### config.mk
export PLATFORM = sky130hd
export DESIGN_NAME = accel_bus_bridge_flat
export DESIGN_NICKNAME = d
export VERILOG_FILES = /design/src/rtl/accel_bus_bridge_if.sv /design/src/rtl/accel_bus_bridge.sv /design/src/flat_wrapper.sv
export SDC_FILE = /design/constraint.sdc
export NUM_CORES = 1
export LEC_CHECK = 0
export ABC_AREA = 1
export BUFFER_PORTS_ARGS = -buffer_cell sky130_fd_sc_hd__buf_2
export CORE_MARGIN = 2
export CORE_UTILIZATION = 30
export CTS_CLUSTER_SIZE = 8
export DETAILED_ROUTE_END_ITERATION = 8
export PLACE_DENSITY = 0.5
export SYNTH_ARGS = -nofsm -noshare
export SYNTH_HDL_FRONTEND = slang
export SYNTH_SLANG_ARGS = --single-unit
### constraint.sdc
create_clock -name clk -period 4.9 [get_ports clk]
set_input_delay 0.49 -clock clk [delete_from_list [all_inputs] [get_ports clk]]
set_output_delay 0.49 -clock clk [all_outputs]
set_load 0.005 [all_outputs]
### src/rtl/accel_bus_bridge_if.sv
// CPU-side and accelerator-side handshake bundle for accel_bus_bridge.
// The slave modport is the bridge's view of the bundle; the master modport is the environment's.
interface accel_bus_bridge_if #(
    parameter int unsigned DEPTH = 8
);
    localparam int unsigned LvlW = $clog2(DEPTH) + 1;

    logic            cpu_wr_en;
    logic [15:0]     cpu_wr_data;
    logic            cpu_rd_en;
    logic [15:0]     cpu_rd_data;
    logic            cpu_flush;
    logic            cpu_stall;
    logic            acc_cmd_valid;
    logic [15:0]     acc_cmd_data;
    logic            acc_cmd_ready;
    logic            acc_res_valid;
    logic [15:0]     acc_res_data;
    logic            acc_res_ready;
    logic [LvlW-1:0] tx_level;
    logic [LvlW-1:0] rx_level;

    modport slave (
        input  cpu_wr_en, cpu_wr_data, cpu_rd_en, cpu_flush,
        input  acc_cmd_ready, acc_res_valid, acc_res_data,
        output cpu_rd_data, cpu_stall, acc_cmd_valid, acc_cmd_data,
        output acc_res_ready, tx_level, rx_level
    );

    modport master (
        output cpu_wr_en, cpu_wr_data, cpu_rd_en, cpu_flush,
        output acc_cmd_ready, acc_res_valid, acc_res_data,
        input  cpu_rd_data, cpu_stall, acc_cmd_valid, acc_cmd_data,
        input  acc_res_ready, tx_level, rx_level
    );
endinterface

### src/rtl/accel_bus_bridge.sv
// CPU <-> accelerator bridge: a TX command FIFO and an RX result FIFO, both first-word-fall-through.
// The CPU is stalled when it writes into a full TX or reads from an empty RX.
module accel_bus_bridge #(
    parameter int unsigned DEPTH = 8
) (
    input logic                clk,
    input logic                rst_n,
    accel_bus_bridge_if.slave  bus_io
);
    localparam int unsigned PtrW = $clog2(DEPTH);
    localparam int unsigned LvlW = PtrW + 1;
    localparam logic [LvlW-1:0] LvlFull = LvlW'(DEPTH);

    logic [15:0]     tx_mem_q [DEPTH];
    logic [15:0]     rx_mem_q [DEPTH];
    logic [PtrW-1:0] tx_wptr_q, tx_wptr_d, tx_rptr_q, tx_rptr_d;
    logic [PtrW-1:0] rx_wptr_q, rx_wptr_d, rx_rptr_q, rx_rptr_d;
    logic [LvlW-1:0] tx_lvl_q, tx_lvl_d, rx_lvl_q, rx_lvl_d;
    logic            tx_full, tx_empty, rx_full, rx_empty;
    logic            tx_push, tx_pop, rx_push, rx_pop;

    assign tx_full  = (tx_lvl_q == LvlFull);
    assign tx_empty = (tx_lvl_q == '0);
    assign rx_full  = (rx_lvl_q == LvlFull);
    assign rx_empty = (rx_lvl_q == '0);

    // Push on a full FIFO is refused even if that cycle also pops.
    assign tx_push = bus_io.cpu_wr_en & ~tx_full;
    assign tx_pop  = bus_io.acc_cmd_ready & ~tx_empty;
    assign rx_push = bus_io.acc_res_valid & ~rx_full;
    assign rx_pop  = bus_io.cpu_rd_en & ~rx_empty;

    always_comb begin
        tx_wptr_d = tx_wptr_q;
        tx_rptr_d = tx_rptr_q;
        tx_lvl_d  = tx_lvl_q;
        rx_wptr_d = rx_wptr_q;
        rx_rptr_d = rx_rptr_q;
        rx_lvl_d  = rx_lvl_q;
        if (bus_io.cpu_flush) begin
            tx_wptr_d = '0;
            tx_rptr_d = '0;
            tx_lvl_d  = '0;
            rx_wptr_d = '0;
            rx_rptr_d = '0;
            rx_lvl_d  = '0;
        end else begin
            if (tx_push) tx_wptr_d = tx_wptr_q + PtrW'(1);
            if (tx_pop)  tx_rptr_d = tx_rptr_q + PtrW'(1);
            if (rx_push) rx_wptr_d = rx_wptr_q + PtrW'(1);
            if (rx_pop)  rx_rptr_d = rx_rptr_q + PtrW'(1);
            tx_lvl_d = tx_lvl_q + LvlW'(tx_push) - LvlW'(tx_pop);
            rx_lvl_d = rx_lvl_q + LvlW'(rx_push) - LvlW'(rx_pop);
        end
    end

    always_ff @(posedge clk or negedge rst_n) begin
        if (!rst_n) begin
            tx_wptr_q <= '0;
            tx_rptr_q <= '0;
            tx_lvl_q  <= '0;
            rx_wptr_q <= '0;
            rx_rptr_q <= '0;
            rx_lvl_q  <= '0;
        end else begin
            tx_wptr_q <= tx_wptr_d;
            tx_rptr_q <= tx_rptr_d;
            tx_lvl_q  <= tx_lvl_d;
            rx_wptr_q <= rx_wptr_d;
            rx_rptr_q <= rx_rptr_d;
            rx_lvl_q  <= rx_lvl_d;
        end
    end

    // Storage is not reset; stale words are never visible because the levels gate the outputs.
    always_ff @(posedge clk) begin
        if (tx_push) tx_mem_q[tx_wptr_q] <= bus_io.cpu_wr_data;
        if (rx_push) rx_mem_q[rx_wptr_q] <= bus_io.acc_res_data;
    end

    assign bus_io.acc_cmd_valid = ~tx_empty;
    assign bus_io.acc_cmd_data  = tx_empty ? 16'h0000 : tx_mem_q[tx_rptr_q];
    assign bus_io.cpu_rd_data   = rx_empty ? 16'h0000 : rx_mem_q[rx_rptr_q];
    assign bus_io.acc_res_ready = ~rx_full;
    assign bus_io.cpu_stall     = (bus_io.cpu_wr_en & tx_full) | (bus_io.cpu_rd_en & rx_empty);
    assign bus_io.tx_level      = tx_lvl_q;
    assign bus_io.rx_level      = rx_lvl_q;
endmodule

### src/flat_wrapper.sv
// flat-port wrapper written by rule: the top's interface ports become plain ports
module accel_bus_bridge_flat 
#(
    parameter int unsigned DEPTH = 8
)
  (clk, rst_n, bus_io_cpu_wr_en, bus_io_cpu_wr_data, bus_io_cpu_rd_en, bus_io_cpu_flush, bus_io_acc_cmd_ready, bus_io_acc_res_valid, bus_io_acc_res_data, bus_io_cpu_rd_data, bus_io_cpu_stall, bus_io_acc_cmd_valid, bus_io_acc_cmd_data, bus_io_acc_res_ready, bus_io_tx_level, bus_io_rx_level);
  accel_bus_bridge_if #(.DEPTH(DEPTH)) bus_io_i ();
  input logic clk;
  input logic rst_n;
  input wire logic [$bits(bus_io_i.cpu_wr_en)-1:0] bus_io_cpu_wr_en;
  input wire logic [$bits(bus_io_i.cpu_wr_data)-1:0] bus_io_cpu_wr_data;
  input wire logic [$bits(bus_io_i.cpu_rd_en)-1:0] bus_io_cpu_rd_en;
  input wire logic [$bits(bus_io_i.cpu_flush)-1:0] bus_io_cpu_flush;
  input wire logic [$bits(bus_io_i.acc_cmd_ready)-1:0] bus_io_acc_cmd_ready;
  input wire logic [$bits(bus_io_i.acc_res_valid)-1:0] bus_io_acc_res_valid;
  input wire logic [$bits(bus_io_i.acc_res_data)-1:0] bus_io_acc_res_data;
  output wire logic [$bits(bus_io_i.cpu_rd_data)-1:0] bus_io_cpu_rd_data;
  output wire logic [$bits(bus_io_i.cpu_stall)-1:0] bus_io_cpu_stall;
  output wire logic [$bits(bus_io_i.acc_cmd_valid)-1:0] bus_io_acc_cmd_valid;
  output wire logic [$bits(bus_io_i.acc_cmd_data)-1:0] bus_io_acc_cmd_data;
  output wire logic [$bits(bus_io_i.acc_res_ready)-1:0] bus_io_acc_res_ready;
  output wire logic [$bits(bus_io_i.tx_level)-1:0] bus_io_tx_level;
  output wire logic [$bits(bus_io_i.rx_level)-1:0] bus_io_rx_level;
  assign bus_io_i.cpu_wr_en = bus_io_cpu_wr_en;
  assign bus_io_i.cpu_wr_data = bus_io_cpu_wr_data;
  assign bus_io_i.cpu_rd_en = bus_io_cpu_rd_en;
  assign bus_io_i.cpu_flush = bus_io_cpu_flush;
  assign bus_io_i.acc_cmd_ready = bus_io_acc_cmd_ready;
  assign bus_io_i.acc_res_valid = bus_io_acc_res_valid;
  assign bus_io_i.acc_res_data = bus_io_acc_res_data;
  assign bus_io_cpu_rd_data = bus_io_i.cpu_rd_data;
  assign bus_io_cpu_stall = bus_io_i.cpu_stall;
  assign bus_io_acc_cmd_valid = bus_io_i.acc_cmd_valid;
  assign bus_io_acc_cmd_data = bus_io_i.acc_cmd_data;
  assign bus_io_acc_res_ready = bus_io_i.acc_res_ready;
  assign bus_io_tx_level = bus_io_i.tx_level;
  assign bus_io_rx_level = bus_io_i.rx_level;
  accel_bus_bridge #(.DEPTH(DEPTH)) u_core (.clk(clk), .rst_n(rst_n), .bus_io(bus_io_i));
endmodule
# Word-level counts from Yosys, hierarchy flattened
# Memory sizes are Yosys's and may differ from the RTL's.
# Index checks and enable logic that the tools add are counted.
[op_classes] n_addsub=8 n_eq_ne=2 mux=16 bitwise_logic=11 reduce_logical=6
[op_table] operator="two-way mux 16 bit" n=2
[op_table] operator="two-way mux 3 bit" n=8
[op_table] operator="adder 3 x 1 -> 3 bit, second input constant" n=4
[op_table] operator="adder 4 x 1 -> 4 bit" n=2
[op_table] operator="equality test 4 bit, second input constant" n=2
[op_table] operator="logical NOT 4 bit" n=2
[op_table] operator="two-way mux 4 bit" n=2
[op_table] operator="nonzero test 2 bit" n=4
[op_table] operator="subtractor 4 x 1 -> 4 bit" n=2
[op_table] operator="AND 1 bit" n=6
[op_table] operator="two-way mux 1 bit" n=4
[op_table] operator="inverter 1 bit" n=4
[op_table] operator="bitwise OR 1 bit" n=1
[totals] reg_bits=20 ramBits=256 inputBits=39 elab_cells=51 mem_count=2
[memory_table] memory="u_core.rx_mem_q" words=8 word_bits=16 read_ports=1 rd_ports_with_merged_regs=0 write_ports=1 line_no="accel_bus_bridge.sv:15" source="logic [15:0] rx_mem_q [DEPTH];"
[memory_table] memory="u_core.tx_mem_q" words=8 word_bits=16 read_ports=1 rd_ports_with_merged_regs=0 write_ports=1 line_no="accel_bus_bridge.sv:14" source="logic [15:0] tx_mem_q [DEPTH];"

# Depth between registers and ports, before layout
# Gate-level depths: netlist of the first run.
[logic_depth] word_depth=6 depth_mapped=12 mapped_depth_nobuf=12

# Least setup slack after synthesis of the first run
# Ideal clock, no wire load.
[synth_path] path_kind="register to register" start="reg u_core.rx_lvl_q[2], in the netlist u_core.bus_io.rx_level[2]" end="mem u_core.rx_mem_q[0][0] (enable)" setup_time_ps=388 t_arrival_ps=1785 t_required_ps=4512 path_slack_ps=2727 stages_incl_launch_ff=7 n_path_buf=0 synth_period_minus_slack_ps=2173 cell_sequence="dfrtp_1 -> inv_1 -> ha_1 -> nand3_2 -> nand2_1 -> or2_2 -> nor2_1"
[synth_via] elab_chain_len=5
[synth_rtl] item="start: declaration" line_no="accel_bus_bridge.sv:18" source="logic [LvlW-1:0] tx_lvl_q, tx_lvl_d, rx_lvl_q, rx_lvl_d;"
[synth_rtl] item="start signal: assignment" line_no="accel_bus_bridge.sv:71" source="rx_lvl_q <= rx_lvl_d;"
[synth_rtl] item="equality test 4 bit" line_no="accel_bus_bridge.sv:24" source="assign rx_full = (rx_lvl_q == LvlFull);"
[synth_rtl] item="inverter 1 bit"
[synth_rtl] item="named net bus_io_acc_res_ready" line_no="flat_wrapper.sv:21" source="output wire logic [$bits(bus_io_i.acc_res_ready)-1:0] bus_io_acc_res_ready;"
[synth_rtl] item="AND 1 bit" line_no="accel_bus_bridge.sv:30" source="assign rx_push = bus_io.acc_res_valid & ~rx_full;"
[synth_rtl] item="two-way mux 1 bit" line_no="accel_bus_bridge.sv:78" source="if (rx_push) rx_mem_q[rx_wptr_q] <= bus_io.acc_res_data;"
[synth_rtl] item="two-way mux 1 bit (not written as such)" line_no="accel_bus_bridge.sv:78"
[synth_rtl] item="end: declaration" line_no="accel_bus_bridge.sv:15"
# The timed path passes the listed nets, and every way through them passes these cells.

# Worst setup path after layout of the first run
[layout_path] start="reg u_core.tx_rptr_q[1]" end="out bus_io_acc_cmd_data[13]"
[layout_via] elab_chain_len=2
[layout_rtl] item="start: declaration" line_no="accel_bus_bridge.sv:16" source="logic [PtrW-1:0] tx_wptr_q, tx_wptr_d, tx_rptr_q, tx_rptr_d;"
[layout_rtl] item="start signal: assignment" line_no="accel_bus_bridge.sv:67" source="tx_rptr_q <= tx_rptr_d;"
[layout_rtl] item="memory (8 x 16 bit)"
[layout_rtl] item="two-way mux 16 bit" line_no="accel_bus_bridge.sv:82" source="assign bus_io.acc_cmd_data = tx_empty ? 16'h0000 : tx_mem_q[tx_rptr_q];"
[layout_rtl] item="end: declaration" line_no="flat_wrapper.sv:20" source="output wire logic [$bits(bus_io_i.acc_cmd_data)-1:0] bus_io_acc_cmd_data;"
# No other way between the ends.

==> results by group, run 1 <==
Layout
  – # fillers: 4083
  – Area Growth Syn to Fin: 16.64%
  – Share of cells above drive strength 1: 0.1259
  – Area of the multi-input gates: 2969 sq um
  – Post-Layout Cell Count: 1915
  – Register area: 8192 sq um
  – Nets@finish: 1424

Floorplan
  – # rows: 74
  – Ports: 82
  – Die Y: 208.4 um
  – Die Wd: 208.4 um
  – Die ar.: 43420 sq um
  – Core area: 41020 sq um
  – Starting Density: 0.3055

Yosys
  – Syn avg cell area: 9.827 sq um
  – Most frequent cells after synthesis: nand2_1, inv_1, edfxtp_1
  – Post-Synth Adder-Cell Area: 0.01917
  – Synth Cell Area: 12530 sq um
  – Distinct cells, synth: 23
  – Main combinational cell family by area after synthesis: simple AND/OR/NAND/NOR gates
  – Seq cells post-synth: 276
  – Register area share after synthesis: 0.6535
  – Post-synthesis mux area share: 0
  – Cells after synthesis: 1275
  – Top_reg_cell synth: edfxtp_1
  – Most frequent cell after synthesis: nand2_1
  – Synth area leaders: edfxtp_1, nand2_1, inv_1
  – Synth top area share: 0.6135
  – Simple-gate portion of the synthesized area: 0.2059
  – Synth Area in XOR/XNOR: 0.004194
  – EDFF count, synth: 256
  – Synth Area in Compound Gates: 0.004494
  – Asr flop ratio synth: 0.07246
  – Syn nets: 1332
  – Synth area leader: edfxtp_1
  – Ys Warns: 0

Route
  – Wirelength per Cell: 15.11 um
  – DR vias: 8187
  – # DRC: 0
  – ANT nets after route: 0
  – Initial DRC count: 460
  – Detailed Route WL: 28.94 mm
  – Iteration count of the initial detailed-routing pass: 5
  – DR vias/cell: 4.275

STA
  – Tcrit/Tclk final: 0.6153
  – Finish-stage setup viols: 0
  – Unrepaired setup endpoints after global routing: no
  – Post-route minimum period: 3.015 ns
  – Final Hold Violating Endpoints: 0
  – Rel. slew slack: 0.3022
  – Worst-Margin Slew: 1.046 ns
  – Max Fclk: 331.7 MHz
  – Final count of pins violating max slew: 0
  – Setup Skew: 0.02642 ns
  – Total negative setup slack: 0 ns

Clock network
  – Post-CTS Hold Fix Bufs: 1
  – CTS Buf Count: 40
  – H-tree depth: 2
  – CTS max path bufs: 3
  – Clock Pin Slew Worst Setup and Hold Paths: 0.05 ns
  – Clock root buffer: clkbuf_16
  – CTS tree: built
  – Post-cts resize count: 0
  – Setup Buffers After CTS: 0
  – TritonCTS Sinks: 276
  – Skew-Pair Late Insertion Delay: 0.56 ns

Power and ir drop
  – Flop pwr share: 0.388
  – Pleak: 6.665 nW
  – Sw frac: 0.3242
  – Power per cell area: 494.4 nW/um^2
  – Logic pwr share: 0.266
  – Clk pwr share: 0.346
  – Internal Pwr Total: 4.883 mW
  – Net switching power: 2.343 mW
  – Worst-case vdd ir drop: 0.0003118 V

Setup path
  – WS Path Type: reg2out
  – Kind of end point of the critical path: output port
  – CP startpoint kind: flip-flop
  – WP data arrival: 2.53 ns
  – Critical path peak fanout: 34
  – Required time of the critical path: 4.41 ns

Outcome
  – Status: finished, final reports clean

GRT
  – Largest net degree at the start of global routing: 66
  – Total gr overflow: 0
  – Gr usage total: 0.1351
  – Antenna violations before repair: 3
  – Vias in the first global route: 8016
  – Global-route wire length before repair: 45.26 mm

Run
  – Max_cap viols: 0

Place
  – Cell total after placement: 1856
  – IO buf count: 81
  – RD Place Congestion: 0.7316
  – Dpl hpwl: 16.04 mm

Hold path
  – Hold Path Class: in2reg
[through the flow]
step | util | total power [mW] | instance area [sq um] | hold WS [ns] | setup slack (ns)
after floorplan | - | 4.145 | 12530 | 0.1944 | 2.727
after global placement | 0.3286 | 4.790 | 13480 | 0.4948 | 2.200
after detailed placement | 0.3286 | 4.809 | 13480 | 0.4994 | 2.100
after CTS | 0.3562 | 7.343 | 14610 | 0.1727 | 1.797
after global routing | 0.3562 | 7.675 | 14610 | 0.1990 | 1.718
final | 0.3563 | 7.225 | 14610 | 0.1988 | 1.885
[sequential cells by signal, summed over array words and instances, names as in the netlist]
| signal | flops |
|---|---|
| u_core.rx_rptr_q | 3 |
| u_core.bus_io.tx_level | 4 |
| u_core.tx_rptr_q | 3 |
| u_core.tx_mem_q | 128 |
| u_core.rx_wptr_q | 3 |
| u_core.tx_wptr_q | 3 |
| u_core.rx_mem_q | 128 |
| u_core.bus_io.rx_level | 4 |
[worst paths after layout]
path | from | end | slack, ns | cells past startpoint
max | u_core.tx_rptr_q[1] | bus_io_acc_cmd_data[13] | 1.88 | 7
min | bus_io_acc_res_data[15] | u_core.rx_mem_q[1][15] | 0.20 | 1
max reg2reg | u_core.bus_io.tx_level[2] | u_core.bus_io.tx_level[2] | 2.11 | 11
min reg2reg | u_core.tx_wptr_q[0] | u_core.tx_wptr_q[0] | 0.59 | 2
max in group asynchronous | rst_n | u_core.rx_rptr_q[0] | 4.08 | 2
min in group asynchronous | rst_n | u_core.rx_wptr_q[0] | 0.45 | 2
[layout by cell type (no fill, tap or decap)]
master / Yosys / final
edfxtp_1: 256 / 256
xor2_1: 4 / 4
buf_2: 22 / 81
inv_1: 283 / 283
or2_2: 1 / 1
diode_2: 0 / 1
nand3_1: 177 / 177
nand3_2: 3 / 3
fa_1: 2 / 2
dlygate4sd3_1: 0 / 1
nor2_2: 0 / 16
nand2_1: 348 / 348
clkbuf_1: 4 / 14
o22ai_1: 1 / 1
ha_1: 16 / 16
clkinv_16: 0 / 1
clkbuf_16: 0 / 40
o21ai_0: 4 / 4
nor2_1: 92 / 76
inv_2: 4 / 4
a21oi_1: 6 / 6
dfrtp_2: 0 / 3
buf_4: 19 / 22
clkinv_1: 1 / 1
inv_16: 0 / 2
xnor2_1: 2 / 2
dfrtp_1: 20 / 17
nand2_2: 1 / 1
[critical path: stages, from the launching register on]
cell	delay, ns
dfrtp_1	0.36
buf_4	0.28
inv_2	0.63
nand3_1	0.15
nand2_1	0.09
nor2_1	0.04
nor2_1	0.25
buf_2	0.17
[cell type report]
type	instances	share of cell area
timing repair buffer	104	0.03973
multi-input combinational	657	0.2032
clock inverter	3	0.004795
tap	532	0.04555
antenna	1	0.0001712
inverter	288	0.07397
sequential	276	0.5605
clock buffer	54	0.07209
[power groups by stage]
stage          logic (mW)  clock network (mW)  registers (mW)
2_1_floorplan        1.31                   0            2.84
3_3_place_gp         1.95                   0            2.84
3_5_place_dp         1.96                   0            2.84
4_1_cts              1.97                2.57            2.80
5_1_grt              2.21                2.66            2.81
6_report             1.92                2.50            2.80
[cell families after synthesis]
| group | Yosys count |
|---|---|
| simple gates | 622 |
| xor+xnor | 6 |
| flops | 276 |
| compound gates | 11 |
| buf+inv | 342 |
| fa+ha+maj | 18 |
[metal layers]
layer,wire length (um),track usage,vias up
li1,-,-,4160
met1,13730,0.1793,3827
met2,13150,0.2181,140
met3,1290,0.02989,56
met4,751,0.04713,4
met5,21,0,-
Power figures use the tool's default switching activity.
==> run 2, diff against run 1 <==
==> constraint.sdc (replaced) <==
create_clock -name clk -period 3.1 [get_ports clk]
set_input_delay 0.31 -clock clk [delete_from_list [all_inputs] [get_ports clk]]
set_output_delay 0.31 -clock clk [all_outputs]
set_load 0.005 [all_outputs]
==> run 2 against run 1 <==
Sequential power increased by 58%; power increased by 61%; sequential cell count unchanged; largest cell class unchanged; largest power group unchanged.
==> results by group, run 2 (synthesis gave the netlist of run 1 again) <==
GRT
  – Gr usage total: 0.1338
  – Vias in the first global route: 7985
  – Global-route wire length before repair: 45.06 mm
  – Antenna violations before repair: 4
  – Largest net degree at the start of global routing: 66
  – Total gr overflow: 0

Route
  – DR vias: 8197
  – ANT nets after route: 0
  – Detailed Route WL: 28.44 mm
  – Iteration count of the initial detailed-routing pass: 5
  – Wirelength per Cell: 14.78 um
  – # DRC: 0
  – Initial DRC count: 436
  – DR vias/cell: 4.260

Layout
  – Area Growth Syn to Fin: 17.60%
  – Most common cell after layout, fill and taps aside: nand2_1
  – Inserted Diodes: 0
  – Share of cells above drive strength 1: 0.1315
  – Most frequent cells in the layout: nand2_1, inv_1, edfxtp_1
  – Biggest regs: u_core.rx_mem_q (128), u_core.tx_mem_q (128)
  – Nets@finish: 1431

Power and ir drop
  – Pleak: 6.741 nW
  – Worst-case vdd ir drop: 0.0006608 V
  – Power Total: 11.61 mW
  – Power per cell area: 787.6 nW/um^2

Clock network
  – Post-CTS Hold Fix Bufs: 1
  – CTS tree: built
  – CTS Buf Count: 41
  – Setup Buffers After CTS: 0
  – Skew-Pair Late Insertion Delay: 0.54 ns
  – TritonCTS Sinks: 276
  – CTS max path bufs: 3
  – Post-cts resize count: 0
  – H-tree depth: 2
  – Clock root buffer: clkbuf_16
  – Clock Pin Slew Worst Setup and Hold Paths: 0.05 ns

Hold path
  – Hold Path Class: in2reg
  – Hold path depth: 1
  – Hold EP: u_core.rx_mem_q[0][2]
  – Hold path start: bus_io_acc_res_data[2]

Setup path
  – Required time of the critical path: 2.79 ns
  – Critical path peak fanout: 65
  – Kind of end point of the critical path: output port
  – FF-to-FF Start: u_core.bus_io.tx_level[2]
  – WS Path Type: reg2out
  – Worst-case reg-to-reg path depth: 11
  – WP data arrival: 2.19 ns
  – Worst reg-to-reg setup slack: 0.93 ns
  – CP startpoint kind: flip-flop
  – RR Endpoint: u_core.bus_io.tx_level[2]

STA
  – Setup Skew: 0.01487 ns
  – Final Hold Violating Endpoints: 0
  – Worst-Margin Slew: 0.7626 ns
  – Unrepaired setup endpoints after global routing: no
  – Worst setup margin: 0.6005 ns
  – Finish-stage setup viols: 0
  – Post-route minimum period: 2.499 ns
  – Tcrit/Tclk final: 0.8063
  – Final count of pins violating max slew: 0
  – Rel. slew slack: 0.4916
  – Max Fclk: 400.1 MHz
  – Total negative setup slack: 0 ns

Floorplan
  – Die Y: 208.4 um
  – Die Wd: 208.4 um
  – Die ar.: 43420 sq um
  – Core area: 41020 sq um
  – Starting Density: 0.3055
  – Ports: 82
  – # rows: 74

Place
  – Placement Setup Slack: 0.9239 ns
  – RD Place Congestion: 0.7221
  – IO buf count: 81
  – Dpl hpwl: 15.84 mm

Run
  – Max_cap viols: 0

Outcome
  – Status: finished, final reports clean
-- run 2: changes by cell type in the layout (fill, tap and decap cells not counted), sizes merged --
cell	previous run	this run
clkbuf	54	57
buf	103	109
inv	289	288
diode	1	0
bufinv	0	1
clkinv	2	3
-- run 2: layout make-up --
| type | count | area (sq um) |
|---|---|---|
| clock inverters | 4 | 48.80 |
| inverters | 288 | 1081 |
| clock buffers | 57 | 1129 |
| well taps | 532 | 665.6 |
| repair buffers | 110 | 650.6 |
| fillers | 4095 | 26280 |
| multi-input cells | 657 | 2969 |
| flip-flops and latches | 276 | 8190 |
-- run 2: worst max path at each step --
stage | slack [ns] | depth (start not counted) | start | end
2_1_floorplan | 0.93 | 6 | u_core.bus_io.rx_level[2] | u_core.rx_mem_q[0][0]
3_3_place_gp | 0.98 | 11 | u_core.bus_io.tx_level[2] | u_core.bus_io.tx_level[2]
3_5_place_dp | 0.92 | 11 | u_core.bus_io.rx_level[2] | u_core.bus_io.rx_level[2]
4_1_cts | 0.53 | 8 | u_core.tx_rptr_q[0] | bus_io_acc_cmd_data[6]
5_1_grt | 0.39 | 8 | u_core.rx_rptr_q[0] | bus_io_cpu_rd_data[7]
6_report | 0.60 | 7 | u_core.rx_rptr_q[0] | bus_io_cpu_rd_data[9]
-- run 2: worst max-delay path, stage by stage (launching register included) --
cell	delay [ns]
dfrtp_2	0.40
buf_4	0.33
nand2_1	0.16
nand3_1	0.08
nand3_1	0.10
nand2_1	0.06
nor2_1	0.28
buf_2	0.18
-- run 2: where the power goes --
| part | internal [mW] | switching [mW] |
|---|---|---|
| Sequential | 4.34 | 0.0800 |
| Combinational | 1.05 | 2.02 |
| Clock | 2.57 | 1.54 |
| Total | 7.97 | 3.64 |
-- run 2: metrics by stage --
step                      utilization  hold WS (ns)  instances  cell area [sq um]
after floorplan                     -       0.01441       1275              12530
after global placement         0.3303        0.3187       1862              13550
after detailed placement       0.3303        0.3181       1862              13550
after CTS                      0.3592      0.008537       1924              14730
after global routing           0.3592       0.03146       1924              14730
final                          0.3592       0.03399       1924              14730
-- run 2: per-layer routing --
metal | share of wire | global-route usage | vias up
li1 | - | - | 4183
met1 | 0.48 | 0.1802 | 3827
met2 | 0.45 | 0.2114 | 136
met3 | 0.052 | 0.03396 | 45
met4 | 0.017 | 0.04242 | 6
met5 | 0.0014 | 0 | -
==> run 3, diff against run 2 <==
==> constraint.sdc (replaced) <==
create_clock -name clk -period 2.3 [get_ports clk]
set_input_delay 0.23 -clock clk [delete_from_list [all_inputs] [get_ports clk]]
set_output_delay 0.23 -clock clk [all_outputs]
set_load 0.005 [all_outputs]
==> run 3 against run 2 <==
Hold slack got worse by 0.022 ns; global-route usage down 0.080 points; cell count rose by 1.5%; die area is the same; register-to-register slack worse by 0.77 ns; sequential power grew 35%; final area up 3.4%; highest routed layer unchanged.
==> results by group, run 3 (synthesis gave the netlist of run 1 again) <==
Route
  – DR vias/cell: 4.257
  – Wirelength per Cell: 14.50 um
  – Detailed Route WL: 28.31 mm
  – Initial DRC count: 400
  – DR vias: 8314
  – ANT nets after route: 0
  – # DRC: 0
  – Iteration count of the initial detailed-routing pass: 5

GRT
  – Gr usage total: 0.1330
  – Total gr overflow: 0
  – Vias in the first global route: 8248
  – Antenna violations before repair: 2
  – Largest net degree at the start of global routing: 67
  – Global-route wire length before repair: 44.79 mm

Clock network
  – Clock root buffer: clkbuf_16
  – Setup Buffers After CTS: 0
  – CTS max path bufs: 3
  – Clock Pin Slew Worst Setup and Hold Paths: 0.05 ns
  – TritonCTS Sinks: 276
  – H-tree depth: 2
  – Skew-Pair Late Insertion Delay: 0.54 ns
  – CTS Buf Count: 40
  – CTS tree: built

Power and ir drop
  – Worst-case vdd ir drop: 0.0005321 V
  – Power Total: 15.61 mW
  – Pleak: 6.905 nW
  – Power per cell area: 1025 nW/um^2

Setup path
  – Largest stage delay, worst path: 0.43 ns
  – WS Path Type: reg2out
  – Kind of end point of the critical path: output port
  – Crit path top cell by count: nand3_1
  – CP startpoint kind: flip-flop
  – Required time of the critical path: 2.07 ns
  – Critical path peak fanout: 33
  – WP data arrival: 1.96 ns
  – CP max-delay cell: dfrtp_1
  – CP bufs+invs: 2
  – Delay-heaviest family, CP: buffers and inverters
  – Worst-path cell chain: buf_6 > nand3_1 > nand3_1 > nand2_1 > nor2_2 > buf_2

Layout
  – Final Cell Area: 15230 sq um
  – Biggest regs: u_core.rx_mem_q (128), u_core.tx_mem_q (128)
  – Most frequent cells in the layout: nand2_1, inv_1, edfxtp_1
  – Most common cell after layout, fill and taps aside: nand2_1
  – Post-Layout Cell Count: 1953
  – Final core occ: 0.3713
  – Area Growth Syn to Fin: 21.54%
  – Share of cells above drive strength 1: 0.1338
  – Nets@finish: 1466

Outcome
  – Status: finished, final reports clean

STA
  – Tcrit/Tclk final: 0.9519
  – Worst-Margin Slew: 0.5113 ns
  – Rel. slew slack: 0.6571
  – Finish-stage setup viols: 0
  – Final Hold Violating Endpoints: 0
  – Setup Skew: 0.01807 ns
  – WHS: 0.01215 ns
  – Max Fclk: 456.8 MHz
  – Final count of pins violating max slew: 0
  – Post-route minimum period: 2.189 ns

Place
  – Dpl hpwl: 16.44 mm
  – Placed inst area: 13780 sq um
  – IO buf count: 81
  – RD Place Congestion: 0.7759
  – Cell total after placement: 1868

Hold path
  – Hold Path Class: in2reg

Floorplan
  – Starting Density: 0.3055
  – Ports: 82
  – Core area: 41020 sq um
  – Die ar.: 43420 sq um
  – Die Wd: 208.4 um
  – # rows: 74
  – Die Y: 208.4 um

Run
  – Max_cap viols: 0
==> run 3: where the power goes <==
group	internal, mW	switching (mW)
Combinational	1.59	2.80
Sequential	5.85	0.122
Clock	3.24	2.00
Total	10.7	4.93
==> run 3: final timing paths <==
kind                                           start                         to  slack [ns]  cells after the start
max                              u_core.tx_rptr_q[1]    bus_io_acc_cmd_data[14]        0.11                      6
min                                 bus_io_cpu_flush  u_core.bus_io.tx_level[0]        0.01                      2
max reg2reg                u_core.bus_io.rx_level[2]  u_core.bus_io.rx_level[2]        0.16                     11
min reg2reg                      u_core.tx_wptr_q[0]        u_core.tx_wptr_q[0]        0.57                      2
max in group asynchronous                      rst_n        u_core.rx_rptr_q[0]        1.71                      2
min in group asynchronous                      rst_n  u_core.bus_io.tx_level[1]        0.20                      2
==> run 3: layout make-up <==
type,count,area (sq um)
sequential,276,8190
timing repair buffer,146,1199
antenna,1,2.502
inverter,288,1090
clock buffer,51,1085
fill,4043,25790
tap,532,665.6
multi-input combinational,657,2977
clock inverter,2,20.02
==> run 3: per-layer routing <==
layer / routed length (um) / GRT usage / share of wire
met5: 13 / 0 / 0.00046
met4: 715 / 0.05160 / 0.025
met3: 1115 / 0.02762 / 0.039
met2: 13340 / 0.2217 / 0.47
met1: 13120 / 0.1697 / 0.46
==> run 3: timing repair <==
item	CTS	global route
hold buffers	31	0
gates resized for setup	2	12
hold endpoints to repair	250	0
setup endpoints to repair	4	12
==> run 3: worst register-to-register path: stages, from the launching register on <==
cell,delay [ns]
dfrtp_1,0.38
inv_2,0.08
ha_1,0.16
nand3_2,0.08
nand2_1,0.11
inv_1,0.09
ha_1,0.27
inv_1,0.04
ha_1,0.22
fa_1,0.38
xnor2_1,0.17
nor2_1,0.05
==> run 3: per-stage QoR <==
stage / setup slack [ns] / TNS [ns]
after floorplan: 0.1268 / 0
after global placement: 0.1826 / 0
after detailed placement: 0.1257 / 0
after CTS: -0.02001 / -0.03116
after global routing: -0.007502 / -0.007502
final: 0.1107 / 0
